$ cat config.mk
export PLATFORM = sky130hd
export DESIGN_NAME = clk_strobe_gen
export DESIGN_NICKNAME = d
export VERILOG_FILES = /design/src/rtl/clk_strobe_gen.sv
export SDC_FILE = /design/constraint.sdc
export NUM_CORES = 1
export LEC_CHECK = 0
export CORE_MARGIN = 10
export CORE_UTILIZATION = 55
export CTS_CLUSTER_DIAMETER = 60
export DETAILED_ROUTE_END_ITERATION = 6
export GPL_TIMING_DRIVEN = 0
export PLACE_DENSITY = 0.84
export SETUP_SLACK_MARGIN = 0.5
export SYNTH_ARGS = -nofsm -noshare
export SYNTH_HDL_FRONTEND = slang
export SYNTH_SLANG_ARGS = --single-unit
$ cat constraint.sdc
create_clock -name clk -period 4.8 [get_ports clk]
set_input_delay 0.48 -clock clk [delete_from_list [all_inputs] [get_ports clk]]
set_output_delay 0.48 -clock clk [all_outputs]
set_load 0.01 [all_outputs]
$ cat src/rtl/clk_strobe_gen.sv
// PLL-lock reset sequencer plus per-channel phase-accumulator strobe generator.
// Optional lock-loss event counter is enabled by defining CLK_STROBE_GEN_LOSS_COUNT_EN.
module clk_strobe_gen #(
  parameter int  NUM_CH     = 2,
  parameter int  ACC_W      = 16,
  parameter int  LOCK_DELAY = 1024,
  parameter int  INC_INIT   = 4096,
  localparam int CH_W       = (NUM_CH > 1) ? $clog2(NUM_CH) : 1
) (
  input  logic              clk,
  input  logic              reset_n,
  input  logic              pll_lock,
  input  logic              cfg_we,
  input  logic [CH_W-1:0]   cfg_ch,
  input  logic [ACC_W-1:0]  cfg_inc,
  output logic [NUM_CH-1:0] strobe,
  output logic              rst_out_n,
  output logic              locked
`ifdef CLK_STROBE_GEN_LOSS_COUNT_EN
  ,
  output logic [7:0]        lost_cnt
`endif
);
  localparam int CNT_W = $clog2(LOCK_DELAY);

  typedef enum logic [1:0] {S_WAIT_LOCK, S_STABLE, S_RUN} state_t;

  logic [1:0]                   r_sync;
  logic                         w_lock_s;
  state_t                       r_state, w_state_nxt;
  logic [CNT_W-1:0]             r_cnt, w_cnt_nxt;
  logic                         r_locked, r_rst_n;
  logic [NUM_CH-1:0][ACC_W-1:0] r_acc, r_inc;
  logic [NUM_CH-1:0][ACC_W:0]   w_sum;
  logic [NUM_CH-1:0]            r_strobe;
  logic                         w_acc_en, w_ch_ok;

  always_ff @(posedge clk or negedge reset_n) begin
    if (!reset_n) r_sync <= 2'b00;
    else          r_sync <= {r_sync[0], pll_lock};
  end
  assign w_lock_s = r_sync[1];

  always_ff @(posedge clk or negedge reset_n) begin
    if (!reset_n) begin
      r_state <= S_WAIT_LOCK;
      r_cnt   <= '0;
    end else begin
      r_state <= w_state_nxt;
      r_cnt   <= w_cnt_nxt;
    end
  end

  // RUN is entered on the edge where the count would reach LOCK_DELAY-1,
  // giving exactly LOCK_DELAY edges of lock_s high before release.
  always_comb begin
    w_state_nxt = r_state;
    w_cnt_nxt   = '0;
    case (r_state)
      S_WAIT_LOCK: if (w_lock_s) w_state_nxt = S_STABLE;
      S_STABLE: begin
        if (!w_lock_s)                             w_state_nxt = S_WAIT_LOCK;
        else if (r_cnt == CNT_W'(LOCK_DELAY - 2))  w_state_nxt = S_RUN;
        else                                       w_cnt_nxt   = r_cnt + CNT_W'(1);
      end
      S_RUN:       if (!w_lock_s) w_state_nxt = S_WAIT_LOCK;
      default:     w_state_nxt = S_WAIT_LOCK;
    endcase
  end

  always_ff @(posedge clk or negedge reset_n) begin
    if (!reset_n) begin
      r_locked <= 1'b0;
      r_rst_n  <= 1'b0;
    end else begin
      r_locked <= (w_state_nxt == S_RUN);
      r_rst_n  <= (w_state_nxt == S_RUN);
    end
  end

  // Accumulate only while staying in RUN so a lock loss clears strobes in the same edge.
  assign w_acc_en = (r_state == S_RUN) && w_lock_s;

  always_comb begin
    for (int g = 0; g < NUM_CH; g++)
      w_sum[g] = {1'b0, r_acc[g]} + {1'b0, r_inc[g]};
  end

  always_ff @(posedge clk or negedge reset_n) begin
    if (!reset_n) begin
      r_acc    <= '0;
      r_strobe <= '0;
    end else if (w_acc_en) begin
      for (int g = 0; g < NUM_CH; g++) begin
        r_acc[g]    <= w_sum[g][ACC_W-1:0];
        r_strobe[g] <= w_sum[g][ACC_W];
      end
    end else begin
      r_acc    <= '0;
      r_strobe <= '0;
    end
  end

  assign w_ch_ok = (int'(cfg_ch) < NUM_CH);

  always_ff @(posedge clk or negedge reset_n) begin
    if (!reset_n)                r_inc         <= {NUM_CH{ACC_W'(INC_INIT)}};
    else if (cfg_we && w_ch_ok)  r_inc[cfg_ch] <= cfg_inc;
  end

`ifdef CLK_STROBE_GEN_LOSS_COUNT_EN
  logic [7:0] r_lost;

  always_ff @(posedge clk or negedge reset_n) begin
    if (!reset_n)
      r_lost <= 8'd0;
    else if ((r_state == S_RUN) && (w_state_nxt == S_WAIT_LOCK) && (r_lost != 8'hFF))
      r_lost <= r_lost + 8'd1;
  end
  assign lost_cnt = r_lost;
`endif

  assign strobe    = r_strobe;
  assign locked    = r_locked;
  assign rst_out_n = r_rst_n;

endmodule

==> impl_results.md <==
* Post-CTS Resized at 0
* Most frequent cell after synthesis: dfrtp_1
* Switching power total at 0.000380 W
* Util after Layout at 64.5%
* # Max-Cap Violations at 0
* Rows at 32
* Vias per cell at 5.67
* Static leakage at 2.31 nW
* Bufs on Longest Clock Path at 2
* Die Wd at 109 µm
* GRT Total Usage at 15.2%
* Slowest stage delay, CP at 0.39 ns
* Least-Margin Pin Slew at 0.564 ns
* Share of layout cells above drive strength 1 at 14.0%
* Crit-path max FO at 3
* CTS Sinks at 81
* Detail Route Antenna Nets at 0
* DRC Markers at 0
* Min Tclk post-route at 2.30 ns
* Met2 wire length at 4050 µm
* Fill cells at 603
* RSZ-0062 raised after global routing: false
* Crit start category: flop
* Largest net degree at the start of global routing at 51
* CP endpoint kind: flop
* R2R Path Start: r_inc[0]
* Design area at 4980 µm²
* CP max-delay cell: fa_1
* Total gr overflow at 0
* Switching share of total power at 25.3%
* Fmax achieved at 0.435 GHz
* Starting Density at 56.7%
* Post-layout power at 0.00150 W
* Wire length per cell at 15.6 µm
* Sum Neg Setup Slack at 0 ns
* CTS buffer count at 9
* Worst rel slew slack at 62.4%
* VDD IR max at 0.000228 V
* Layout area overhead at 13.7%
* Top area cells in the synthesized netlist: dfrtp_1, ha_1, mux2_2
* Post-synth EDFFs at 0
* Slew Viols, Final at 0
* Fin cells at 551
* Die Span Y at 109 µm
* Sequential share of power at 50.1%
* Core region area at 7730 µm²
* Setup bufs post-CTS at 0
* CP arrival at 2.57 ns
* Syn Area/Cell at 10.7 µm²
* CP required at 5.07 ns
* Final wirelength at 8580 µm
* FF-to-FF End: strobe[0]
* GP Congestion at 0.872
* First-pass GRT wire length at 14600 µm
* Comb pwr share at 14.9%
* Cell Area, Synth at 4380 µm²
* Post-DP HPWL at 6400 µm
* Pwr per Cell Area at 302 nW/µm²
* CTS tree: built
* Post-synthesis sequential area ratio at 46.3%
* Metal1 wirelength at 3910 µm
* Synth warn at 0
* Initial DRT Pass Iterations at 4
* Min-delay worst type: in -> async
* Placed Cells at 536
* Worst-skew pair later-pin latency at 0.35 ns
* DR vias at 3122
* Crit Path Class: reg -> reg
* Iter 0 DRT Violations at 97
* Initial antenna violation count at 0
* Final hold violations at 0
* Die area at 11900 µm²
* Clock network fraction of total power at 35.0%
* Mapped Cells at 409
* Distinct cell type count after synthesis at 52
* Boundary pin count at 25
* NumNets Final at 502
* Uppermost layer routed: met4
* Clk_skew at 0.0118 ns
* Clock Root Buffer: clkbuf_8
* Ys async rst share at 100%
* R2R Setup Slk at 2.50 ns
* Internal power at 0.00112 W
* Worst Reg2Reg Path Length in Cells at 9
* Vias in the first global route at 3214
* IO Port Bufs at 24
* Hold buffers post-CTS at 0
* Final setup vio count at 0
* H-tree lvl count at 3
* #FFs+latches synth at 81
* Metal3 WL at 466 µm
* Clock transition at path regs at 0.08 ns
* Outcome: finished clean
* Synth top area share at 45.1%
* Synth cell count leaders: dfrtp_1, nor2_1, ha_1, mux2_2, a21oi_1
* # diodes at 0
* Final Cycle Share at 47.9%
* Synth area leader: dfrtp_1
* Syn nets at 466
* CP Cell Sequence: ha_1 > inv_1 > fa_1 > nand2b_1 > a21oi_2 > o31a_4 > a211oi_2 > or3b_1 > a21oi_1
* Synth Flop Type: dfrtp_1
* Placement Cell Area at 4770 µm²
==> cell type report <==
class | count | area (µm²) | share of cell area [%]
clock buffer | 10 | 128 | 2.56
multi-input combinational | 303 | 2240 | 45.0
buffer | 10 | 52.6 | 1.05
inverter | 15 | 56.3 | 1.13
sequential | 81 | 2030 | 40.7
timing repair buffer | 25 | 265 | 5.32
tap | 102 | 128 | 2.56
clock inverter | 5 | 81.3 | 1.63
==> flip-flops by register name (all words and copies together), names as in the netlist <==
register,flops
r_acc,32
r_cnt,10
r_inc,32
r_state,2
r_sync,2
rst_out_n,1
strobe,2
==> cells by family (layout without fill, tap and decap cells) <==
| group | after synthesis | after routing | share of synthesized area [%] |
|---|---|---|---|
| AOI/OAI and AO/OA | 94 | 94 | 14.5 |
| xor gates and xnor gates | 30 | 30 | 6.00 |
| adders and majority gates | 36 | 36 | 10.6 |
| buffers and inverters | 25 | 65 | 2.48 |
| DFF | 81 | 81 | 46.3 |
| muxes | 31 | 31 | 7.97 |
| and+or+nand+nor | 112 | 112 | 12.1 |
==> layer usage <==
metal	vias to the layer above	global-route usage (%)
li1	1520	-
met1	1505	19.3
met2	79	24.6
met3	18	4.48
met4	0	4.46
met5	-	0
==> critical path, delay by kind of cell (launching register included) <==
family / cells / cell delay (ns)
DFF: 1 / 0.35
and+or+nand+nor: 2 / 0.58
adders and majority gates: 2 / 0.60
buffers and inverters: 1 / 0.07
AOI/OAI and AO/OA: 4 / 0.62
==> power by group through the flow <==
stage	Clock (W)	Sequential, W	Combinational [W]
floorplan	0	0.000756	0.000158
CTS	0.000537	0.000753	0.000225
detailed placement	0	0.000766	0.000223
global placement	0	0.000764	0.000211
global route	0.000566	0.000757	0.000253
finish	0.000526	0.000752	0.000224
==> worst max-delay path by stage <==
| stage | startpoint | endpoint | slack, ns | depth (start not counted) |
|---|---|---|---|---|
| floorplan | r_inc[0] | strobe[0] | 2.75 | 9 |
| global placement | reset_n | r_inc[3] | 0.46 | 1 |
| detailed placement | cfg_we | r_inc[6] | 2.41 | 5 |
| CTS | r_inc[0] | strobe[0] | 2.50 | 9 |
| global route | r_inc[0] | r_acc[14] | 2.37 | 9 |
| finish | r_inc[0] | strobe[0] | 2.50 | 9 |
==> layout by cell type, fill, tap and decap left out, types with 4 or more instances in the layout <==
master and instances:
dfrtp_1 79, nor2_1 49, ha_1 34, mux2_2 31
a21oi_1 29, clkdlybuf4s50_1 23, nand2_1 21, xor2_1 20
inv_1 15, o21ai_0 13, xnor2_1 10, o21a_1 10
a21o_1 9, clkbuf_8 9, nand2b_1 7, nand3_1 7
nor3_1 6, clkbuf_1 6, and4_1 4, a211oi_1 4
o211ai_1 4, o22ai_1 4
==> metrics by stage <==
step | setup slack, ns | hold slack (ns)
after global routing | 2.37 | 0.0815
after CTS | 2.50 | 0.0768
final | 2.50 | 0.0649
after global placement | 0.463 | 0.337
after detailed placement | 2.41 | 0.340
after floorplan | 2.75 | 0.184
No activity file was read; power rests on OpenSTA's default activity.
